`src/rtl/id_stage.sv`:
```
// Instruction decode stage: combinational decode of the incoming word, operand
// forwarding from EX/MEM, load-use stall detection and a valid/ready ID/EX register.
module id_stage #(
  parameter int DATA_W  = 32,
  parameter int RADDR_W = 5,
  parameter bit FWD_EN  = 1'b1
) (
  input  logic               clk,
  input  logic               rst,
  input  logic               flush_i,
  input  logic               in_valid_i,
  output logic               in_ready_o,
  input  logic [DATA_W-1:0]  pc_i,
  input  logic [31:0]        inst_i,
  output logic               reg1_read_o,
  output logic               reg2_read_o,
  output logic [RADDR_W-1:0] reg1_addr_o,
  output logic [RADDR_W-1:0] reg2_addr_o,
  input  logic [DATA_W-1:0]  reg1_data_i,
  input  logic [DATA_W-1:0]  reg2_data_i,
  input  logic               ex_wreg_i,
  input  logic               ex_is_load_i,
  input  logic [RADDR_W-1:0] ex_wd_i,
  input  logic [DATA_W-1:0]  ex_wdata_i,
  input  logic               mem_wreg_i,
  input  logic [RADDR_W-1:0] mem_wd_i,
  input  logic [DATA_W-1:0]  mem_wdata_i,
  output logic               out_valid_o,
  input  logic               out_ready_i,
  output logic [DATA_W-1:0]  pc_o,
  output logic [7:0]         aluop_o,
  output logic [2:0]         alusel_o,
  output logic [DATA_W-1:0]  reg1_o,
  output logic [DATA_W-1:0]  reg2_o,
  output logic [RADDR_W-1:0] wd_o,
  output logic               wreg_o,
  output logic               is_load_o,
  output logic               instvalid_o
);

  localparam logic [5:0] OP_SPECIAL = 6'b000000;
  localparam logic [5:0] OP_ANDI    = 6'b001100;
  localparam logic [5:0] OP_ORI     = 6'b001101;
  localparam logic [5:0] OP_XORI    = 6'b001110;
  localparam logic [5:0] OP_LUI     = 6'b001111;
  localparam logic [5:0] OP_LW      = 6'b100011;

  localparam logic [5:0] FN_AND  = 6'b100100;
  localparam logic [5:0] FN_OR   = 6'b100101;
  localparam logic [5:0] FN_XOR  = 6'b100110;
  localparam logic [5:0] FN_NOR  = 6'b100111;
  localparam logic [5:0] FN_ADDU = 6'b100001;
  localparam logic [5:0] FN_SUBU = 6'b100011;

  localparam logic [7:0] ALU_NOP  = 8'h00;
  localparam logic [7:0] ALU_AND  = 8'h24;
  localparam logic [7:0] ALU_OR   = 8'h25;
  localparam logic [7:0] ALU_XOR  = 8'h26;
  localparam logic [7:0] ALU_NOR  = 8'h27;
  localparam logic [7:0] ALU_ADDU = 8'h21;
  localparam logic [7:0] ALU_SUBU = 8'h23;
  localparam logic [7:0] ALU_LW   = 8'hE3;

  localparam logic [2:0] SEL_NOP       = 3'd0;
  localparam logic [2:0] SEL_LOGIC     = 3'd1;
  localparam logic [2:0] SEL_ARITH     = 3'd4;
  localparam logic [2:0] SEL_LOADSTORE = 3'd7;

  logic [5:0]         opcode;
  logic [5:0]         funct;
  logic [4:0]         shamt;
  logic [15:0]        imm;
  logic [RADDR_W-1:0] rsAddr;
  logic [RADDR_W-1:0] rtAddr;
  logic [RADDR_W-1:0] rdAddr;

  logic [7:0]         decAluop;
  logic [2:0]         decAlusel;
  logic               decWreg;
  logic [RADDR_W-1:0] decWd;
  logic               decIsLoad;
  logic               decValid;
  logic               rd1En;
  logic               rd2En;
  logic [DATA_W-1:0]  imm1;
  logic [DATA_W-1:0]  imm2;
  logic [DATA_W-1:0]  operand1;
  logic [DATA_W-1:0]  operand2;

  logic exHit1, exHit2, memHit1, memHit2;
  logic stall;
  logic load;

  logic               valid_q, valid_d;
  logic [DATA_W-1:0]  pc_q;
  logic [7:0]         aluop_q;
  logic [2:0]         alusel_q;
  logic [DATA_W-1:0]  reg1_q;
  logic [DATA_W-1:0]  reg2_q;
  logic [RADDR_W-1:0] wd_q;
  logic               wreg_q;
  logic               is_load_q;
  logic               instvalid_q;

  assign opcode = inst_i[31:26];
  assign funct  = inst_i[5:0];
  assign shamt  = inst_i[10:6];
  assign imm    = inst_i[15:0];
  assign rsAddr = RADDR_W'(inst_i[25:21]);
  assign rtAddr = RADDR_W'(inst_i[20:16]);
  assign rdAddr = RADDR_W'(inst_i[15:11]);

  assign reg1_read_o = rd1En;
  assign reg2_read_o = rd2En;
  assign reg1_addr_o = rsAddr;
  assign reg2_addr_o = rtAddr;

  // imm1/imm2 are the values a source takes when it is not read from the register file.
  always_comb begin
    decAluop  = ALU_NOP;
    decAlusel = SEL_NOP;
    decWreg   = 1'b0;
    decWd     = '0;
    decIsLoad = 1'b0;
    decValid  = 1'b0;
    rd1En     = 1'b0;
    rd2En     = 1'b0;
    imm1      = '0;
    imm2      = '0;
    case (opcode)
      OP_ANDI, OP_ORI, OP_XORI: begin
        rd1En     = 1'b1;
        imm2      = DATA_W'(imm);
        decWd     = rtAddr;
        decWreg   = 1'b1;
        decValid  = 1'b1;
        decAlusel = SEL_LOGIC;
        case (opcode)
          OP_ANDI: decAluop = ALU_AND;
          OP_XORI: decAluop = ALU_XOR;
          default: decAluop = ALU_OR;
        endcase
      end
      OP_LUI: begin
        imm1      = DATA_W'({imm, 16'h0000});
        decWd     = rtAddr;
        decWreg   = 1'b1;
        decValid  = 1'b1;
        decAluop  = ALU_OR;
        decAlusel = SEL_LOGIC;
      end
      OP_LW: begin
        rd1En     = 1'b1;
        imm2      = DATA_W'($signed(imm));
        decWd     = rtAddr;
        decWreg   = 1'b1;
        decIsLoad = 1'b1;
        decValid  = 1'b1;
        decAluop  = ALU_LW;
        decAlusel = SEL_LOADSTORE;
      end
      OP_SPECIAL: begin
        if (inst_i == 32'h0000_0000) begin
          decValid = 1'b1;
        end else if (shamt == 5'd0) begin
          decAlusel = SEL_LOGIC;
          case (funct)
            FN_AND:  decAluop = ALU_AND;
            FN_OR:   decAluop = ALU_OR;
            FN_XOR:  decAluop = ALU_XOR;
            FN_NOR:  decAluop = ALU_NOR;
            FN_ADDU: begin decAluop = ALU_ADDU; decAlusel = SEL_ARITH; end
            FN_SUBU: begin decAluop = ALU_SUBU; decAlusel = SEL_ARITH; end
            default: decAlusel = SEL_NOP;
          endcase
          if (decAluop != ALU_NOP) begin
            rd1En    = 1'b1;
            rd2En    = 1'b1;
            decWd    = rdAddr;
            decWreg  = 1'b1;
            decValid = 1'b1;
          end
        end
      end
      default: ;
    endcase
  end

  // Register 0 reads as zero; EX is younger than MEM so it wins on a double match.
  always_comb begin
    operand1 = imm1;
    if (rd1En) begin
      if (rsAddr == '0)                                 operand1 = '0;
      else if (FWD_EN && ex_wreg_i && ex_wd_i == rsAddr)   operand1 = ex_wdata_i;
      else if (FWD_EN && mem_wreg_i && mem_wd_i == rsAddr) operand1 = mem_wdata_i;
      else                                              operand1 = reg1_data_i;
    end
  end

  always_comb begin
    operand2 = imm2;
    if (rd2En) begin
      if (rtAddr == '0)                                 operand2 = '0;
      else if (FWD_EN && ex_wreg_i && ex_wd_i == rtAddr)   operand2 = ex_wdata_i;
      else if (FWD_EN && mem_wreg_i && mem_wd_i == rtAddr) operand2 = mem_wdata_i;
      else                                              operand2 = reg2_data_i;
    end
  end

  assign exHit1  = rd1En && (rsAddr != '0) && ex_wreg_i  && (ex_wd_i  == rsAddr);
  assign exHit2  = rd2En && (rtAddr != '0) && ex_wreg_i  && (ex_wd_i  == rtAddr);
  assign memHit1 = rd1En && (rsAddr != '0) && mem_wreg_i && (mem_wd_i == rsAddr);
  assign memHit2 = rd2En && (rtAddr != '0) && mem_wreg_i && (mem_wd_i == rtAddr);

  // A load result is not available for forwarding yet; without forwarding any pending write blocks.
  assign stall = in_valid_i &&
                 ((ex_is_load_i && (exHit1 || exHit2)) ||
                  (!FWD_EN && (exHit1 || exHit2 || memHit1 || memHit2)));

  assign in_ready_o = flush_i || (!stall && (!valid_q || out_ready_i));

  always_comb begin
    valid_d = valid_q;
    load    = 1'b0;
    if (flush_i) begin
      valid_d = 1'b0;
    end else if (in_valid_i && in_ready_o) begin
      valid_d = 1'b1;
      load    = 1'b1;
    end else if (out_ready_i) begin
      valid_d = 1'b0;
    end
  end

  // Payload only changes on accept, so it stays stable while EX applies backpressure.
  always_ff @(posedge clk or negedge rst) begin
    if (!rst) begin
      valid_q     <= 1'b0;
      pc_q        <= '0;
      aluop_q     <= '0;
      alusel_q    <= '0;
      reg1_q      <= '0;
      reg2_q      <= '0;
      wd_q        <= '0;
      wreg_q      <= 1'b0;
      is_load_q   <= 1'b0;
      instvalid_q <= 1'b0;
    end else begin
      valid_q <= valid_d;
      if (load) begin
        pc_q        <= pc_i;
        aluop_q     <= decAluop;
        alusel_q    <= decAlusel;
        reg1_q      <= operand1;
        reg2_q      <= operand2;
        wd_q        <= decWd;
        wreg_q      <= decWreg;
        is_load_q   <= decIsLoad;
        instvalid_q <= decValid;
      end
    end
  end

  assign out_valid_o = valid_q;
  assign pc_o        = pc_q;
  assign aluop_o     = aluop_q;
  assign alusel_o    = alusel_q;
  assign reg1_o      = reg1_q;
  assign reg2_o      = reg2_q;
  assign wd_o        = wd_q;
  assign wreg_o      = wreg_q;
  assign is_load_o   = is_load_q;
  assign instvalid_o = instvalid_q;

endmodule

```
`config.mk`:
```
export PLATFORM = sky130hd
export DESIGN_NAME = id_stage
export DESIGN_NICKNAME = d
export VERILOG_FILES = /design/src/rtl/id_stage.sv
export SDC_FILE = /design/constraint.sdc
export NUM_CORES = 1
export LEC_CHECK = 0
export CAP_MARGIN = 20
export CORE_MARGIN = 4
export CORE_UTILIZATION = 42
export CTS_BUF_LIST = sky130_fd_sc_hd__clkbuf_4
export DETAILED_ROUTE_END_ITERATION = 8
export HOLD_SLACK_MARGIN = 0.05
export PLACE_DENSITY_LB_ADDON = 0.15
export REMOVE_ABC_BUFFERS = 1
export SYNTH_ARGS = -nofsm -noshare
export SYNTH_HDL_FRONTEND = slang
export SYNTH_SLANG_ARGS = --single-unit
```
`constraint.sdc`:
```
create_clock -name clk -period 4.05 [get_ports clk]
set_input_delay 1.0125 -clock clk [delete_from_list [all_inputs] [get_ports clk]]
set_output_delay 1.0125 -clock clk [all_outputs]
set_load 0.02 [all_outputs]
```
==> results.md, run 1 <==
- Dpl hpwl: 20300 um
- Synth warn: 0
- Syn Area/Cell: 9.93 um2
- Final Hold Violating Endpoints: 0
- # hold bufs at CTS: 0
- Clock transition at the registers of the reported paths: about 0.12 ns
- CTS sink count: between 100 and 150
- Cell with the most instances after synthesis: dfrtp_1
- Async SR Flop Fraction: 100%
- Io pins: 339
- Top post-synthesis cells by area: dfrtp_1 42%, mux2_2 8.0%, mux2i_1 7.4%
- Reg2reg start: out_valid_o$_DFFE_PN0P_
- Slowest-stage cell, CP: clkdlybuf4s50_1
- Final ANT Viol Nets: 0
- Layout area overhead: 62.9%
- Max FO, Critical Path: 4
- Leak Pwr: 4.56 nW
- Largest area contributor in the netlist: dfrtp_1
- Share of the synthesized area in the top cell type: a little over two fifths
- WP depth: 9
- Final Max Tran Viols: 0
- Top_reg_cell synth: dfrtp_1
- RD Place Congestion: 0.924
- Port Buffers: 336
- Die H: around 130 um
- Fin crit share: 97.8%
- Nets: 1255
- Cell family with most CP delay: buffers and inverters
- Vias in the first global route: 7107
- Post-synth top cells: 113 x dfrtp_1, 58 x nand2_1, 50 x mux2i_1
- Cell variety after synth: 49
- CTS Buf Count: 17
- All-Layer GR Usage: 28.6%
- Startpoint Class: primary input
- Via Count: 6987
- Synthesized area: 0.00673 mm2
- Residual DRC: 0
- Bufs and invs on worst path: 3
- Wirelength per Cell: approximately 21 um
- Setup CP Type: in2out
- Worst-skew pair later-pin latency: 0.55 ns
- Via/cell ratio: 5.48
- TritonCTS clock tree: done
- Setup slack after layout: 0.0886 ns
- Worst Skew: 0.0191 ns
- Buffer depth of the longest clock path: 2
- EDFF count, synth: 0
- Crit path capture type: output pin
- First-pass GRT wire length: 39800 um
- Largest stage delay on the critical path: 0.51 ns
- Maximum clock rate: ~0.25 GHz
- Row cnt: 46
- Final wirelength: 26800 um
- Pwr Density: 284 mW/mm2
- CP arrival: 2.95 ns
- Hold Path Class: in2async
- Initial antenna violation count: 2
- Status: completed
- Die area: 0.0181 mm2
- Rel. slew slack: 34.8%
- Seq/Total Area, Yosys: 42.0%
- Root Driver: clkbuf_4
- Pre-CTS setup slack: -0.452 ns
- Maximum vdd ir drop: 0.182 mV
- CP cell instances: clkdlybuf4s50_1 > xnor2_1 > nand4_1 > nor3b_2 > buf_4 > o2bb2ai_4 > nand3_1 > a21o_1 > buf_2
- Post-Place Cells: 1240
- Final setup TNS: 0 ns
- GR Overflow Total: 0
- Core area: around 0.016 mm2
- H-tree levels: 4
- WP data required: 3.04 ns
- Share of cells above drive strength 1: 16.6%
- RSZ-0062 raised after global routing: false
- Post-layout min period: between 3 and 4 ns
- Syn Inst Count: 678
- Slew at the pin closest to its max-slew limit: between 0.9 and 1 ns
- FF+latch count, synth: between 100 and 150
- Initial DRC count: 414
- Setup violators final: 0
- Total of max-cap violations: 0
- Largest net degree at the start of global routing: just under 60
- Reg2Reg Depth: 5
- Die W: approximately 130 um
- Final Non-Filler Cells: 1274
- Initial DRT Pass Iterations: 5
- Initial Util: 42.7%
- Critical Path Source: inst_i[21]
## placed cells by master, fill, tap and decap left out, types with 14 or more instances in the layout
cell	netlist	layout
mux2_2	48	48
xnor2_1	16	16
nand3_1	20	20
inv_1	35	35
a31oi_1	16	16
dfrtp_1	113	113
mux2_1	14	14
buf_4	13	68
nor3_1	36	35
nor2_1	25	23
clkdlybuf4s50_1	0	326
a211oi_1	17	17
a221o_1	16	16
mux2i_1	50	50
o31ai_1	17	17
a22oi_1	16	16
o21ai_0	49	49
a22o_1	21	21
nand2_1	58	58
clkbuf_4	0	20
## final timing paths
path,endpoint,slack (ns)
worst max register to register,alusel_o[2]$_DFFE_PN0P_,2.09
worst min register to register,pc_o[0]$_DFFE_PN0P_,0.50
max in group asynchronous,alusel_o[1]$_DFFE_PN0P_,2.74
worst max-delay path,in_ready_o,0.09
worst min-delay path,reg1_o[25]$_DFFE_PN0P_,0.50
min in group clk,pc_o[0]$_DFFE_PN0P_,0.50
## flip-flops by register name, indices dropped and copies added, names as in the netlist
name and cells:
pc_o 32, reg2_o 32, reg1_o 32, aluop_o 5
out_valid_o 1, wd_o 5, instvalid_o 1, wreg_o 1
alusel_o 3, is_load_o 1
## report_power, final
| part | internal [mW] | switching [mW] |
|---|---|---|
| registers | 1.21 | 0.0430 |
| logic | 0.486 | 0.414 |
| clock network | 0.503 | 0.461 |
## routing by layer
layer | vias up | wire, um | GRT usage, %
met2 | 362 | 13000 | 48.2
li1 | 3203 | - | -
met5 | - | 12 | 0
met1 | 3372 | 10700 | 35.3
met3 | 48 | 2410 | 8.38
met4 | 2 | 707 | 9.95
## final cells by class
| class | instances | area (um2) |
|---|---|---|
| fillers | 1303 | 4810 |
| repair buffers | 407 | 3960 |
| multi-input cells | 471 | 3450 |
| flip-flops and latches | 113 | 2830 |
| well taps | 216 | 270 |
| clock inverters | 10 | 163 |
| clock buffers | 20 | 150 |
| inverters | 35 | 131 |
| diodes | 2 | 5.00 |
## through the flow
| step | area (um2) | total power, mW | hold WS [ns] | util, % |
|---|---|---|---|---|
| 2_1_floorplan | 6380 | 1.59 | 0.605 | - |
| 3_3_place_gp | 10600 | 2.16 | 0.467 | 67.3 |
| 3_5_place_dp | 10600 | 2.17 | 0.474 | 67.3 |
| 4_1_cts | 10900 | 3.14 | 0.494 | 69.2 |
| 5_1_grt | 11000 | 3.24 | 0.511 | 69.5 |
| 6_report | 11000 | 3.12 | 0.497 | 69.5 |
## worst register-to-register path: stages (launching register included)
cell      delay, ns
dfrtp_1        0.39
nand2b_1       0.12
nand3b_1       0.25
a21oi_4        0.24
buf_4          0.46
mux2_2         0.40
## kinds of logic (layout without fill, tap and decap cells)
kind of cell    Yosys count  in the layout  synth area share, %
other cells               1              4               0.0557
mux                     112            112                 17.8
simple gates            170            170                 12.1
buf+inv                  95            472                 7.19
xor+xnor                 20             20                 2.60
flops                   113            113                 42.0
compound gates          167            167                 18.2
## repair_timing
item                       in CTS  in global routing
pin swaps                       2                  6
gates resized for setup         8                  7
setup buffers                   0                  1
setup endpoints to repair       2                  1
No activity file was read; power rests on OpenSTA's default activity.
==> run 2, diff against run 1 <==
Settings changed: ABC_AREA set to 1, CORE_UTILIZATION 42 to 44.
==> results.md, run 2 <==
- Status: completed
- Largest net degree at the start of global routing: 65
- Hold path cells: 2
- Root Driver: clkbuf_4
- Async SR Flop Fraction: 100%
- Nets: 1711
- Synth warn: 0
- All-Layer GR Usage: 32.1%
- Clock transition at the registers of the reported paths: ~0.11 ns
- Final Max Tran Viols: 0
- Pre-CTS setup slack: -0.0757 ns
- Final wirelength: 31900 um
- Pwr Density: approximately 270 mW/mm2
- Io pins: 339
- Final Hold Violating Endpoints: 0
- Wirelength per Cell: 18.4 um
- Utilization after layout: 70.3%
- Rel. slew slack: 33.3%
- Fin crit share: 96.4%
- Via/cell ratio: 5.33
- Initial antenna violation count: 3
- Initial DRC count: 663
- Top_reg_cell synth: dfrtp_1
- CTS sink count: between 100 and 150
- Slew at the pin closest to its max-slew limit: 0.998 ns
- Reg2Reg Depth: 7
- Seq/Total Area, Yosys: between 30% and 40%
- Residual DRC: 0
- Most common cell after layout, fill and taps aside: nand2_1
- Die W: around 140 um
- EDFF count, synth: 0
- Hold Path Class: reg2reg
- Core area: 0.0167 mm2
- Buffer depth of the longest clock path: 2
- Final ANT Viol Nets: 0
- Worst Skew: 0.0157 ns
- # hold bufs at CTS: 0
- CP arrival: 2.89 ns
- Row cnt: 47
- Maximum clock rate: about 0.26 GHz
- WHS: 0.485 ns
- Worst-skew pair later-pin latency: 0.55 ns
- Startpoint Class: primary input
- CTS Buf Count: 17
- FF+latch count, synth: 113
- Cell Area, Placed: 0.0114 mm2
- First-pass GRT wire length: 49500 um
- Max FO, Critical Path: 12
- Multi-input gate area: approximately 0.0041 mm2
- Total of max-cap violations: 0
- Cell variety after synth: 31
- Register area: 0.00283 mm2
- Post-layout min period: a little under 4 ns
- Final Non-Filler Cells: 1736
- Largest area contributor in the netlist: dfrtp_1
- Tot Pwr: 3.17 mW
- Top post-synthesis cells by area: dfrtp_1 37%, nand2_1 22%, nand3_1 9.2%
- H-tree levels: 4
- Leak Pwr: 6.01 nW
- Maximum vdd ir drop: 0.211 mV
- Via Count: 9246
- Most frequent cells in the layout: 445 x nand2_1, 333 x clkdlybuf4s50_1, 137 x nand3_1, 124 x nor2_1, 113 x dfrtp_1
- Post-Place Cells: 1702
- TritonCTS clock tree: done
- Port Buffers: 336
- Setup violators final: 0
- GR Overflow Total: 0
- Post-synth top cells: 445 x nand2_1, 140 x nand3_1, 129 x nor2_1
- Final setup TNS: 0 ns
- WP data required: 3.04 ns
- Dpl hpwl: 22500 um
- Initial Util: 45.4%
- Crit path capture type: output pin
- Synthesized area: ~0.0076 mm2
- Design area: 0.0117 mm2
- Syn Area/Cell: 6.48 um2
- RSZ-0062 raised after global routing: false
- Syn Inst Count: 1170
- Cell with the most instances after synthesis: nand2_1
- Die area: 0.0194 mm2
- RD Place Congestion: 0.922
- Setup slack after layout: 0.147 ns
- Die H: 139 um
- Share of the synthesized area in the top cell type: 37.3%
- Initial DRT Pass Iterations: 5
- Vias in the first global route: 8971
- Share of cells above drive strength 1: 9.78%
- Number of fill cells in the layout: 1466
- Layout area overhead: 55.0%
- Setup CP Type: in2out
run 2: cell type report:
| type | count | area share [%] |
|---|---|---|
| clock buffer | 17 | 1.09 |
| sequential | 113 | 24.1 |
| clock inverter | 15 | 1.88 |
| inverter | 51 | 1.63 |
| multi-input combinational | 912 | 35.3 |
| antenna | 2 | 0.0426 |
| timing repair buffer | 406 | 33.6 |
| tap | 220 | 2.34 |
run 2: critical path, stage by stage:
cell and delay, ns:
clkdlybuf4s50_1 0.44, nor2_2 0.14, nand2_1 0.07, nor2_2 0.07
buf_4 0.15, nand3_4 0.09, nor2_1 0.13, nand2_1 0.07
nand2_1 0.12, a21oi_4 0.09, buf_12 0.16, dlygate4sd2_1 0.31
run 2: final timing paths:
path,startpoint,end,slack [ns]
setup / recovery,inst_i[9],in_ready_o,0.15
hold / removal,pc_o[24]$_DFFE_PN0P_,pc_o[24]$_DFFE_PN0P_,0.48
setup reg to reg,out_valid_o$_DFFE_PN0P_,reg2_o[11]$_DFFE_PN0P_,2.24
hold reg to reg,pc_o[24]$_DFFE_PN0P_,pc_o[24]$_DFFE_PN0P_,0.48
max in group asynchronous,rst,pc_o[12]$_DFFE_PN0P_,2.70
min in group asynchronous,rst,reg2_o[29]$_DFFE_PN0P_,0.52
run 2: timing repair:
action | 4_1_cts | 5_1_grt
resized for setup | 1 | 2
buffers inserted | 0 | 0
setup endpoints to repair | 1 | 2
run 2: cells by family after synthesis:
| family | synth area share [%] |
|---|---|
| flops | 37.3 |
| xor+xnor | 0.578 |
| compound gates | 4.11 |
| other cells | 0.0495 |
| buf+inv | 8.90 |
| simple gates | 49.0 |
run 2: power breakdown:
part	switching [mW]	internal (mW)	total [mW]	leakage [nW]
clock	0.541	0.511	1.05	0.182
combinational	0.460	0.428	0.888	4.31
sequential	0.0377	1.20	1.23	1.52
total	1.04	2.14	3.17	6.01
run 2: per-layer routing:
layer,GRT usage [%],share of wire (%)
met2,52.4,48
met5,0,0.041
met1,40.2,38
met4,13.0,3.8
met3,9.02,10
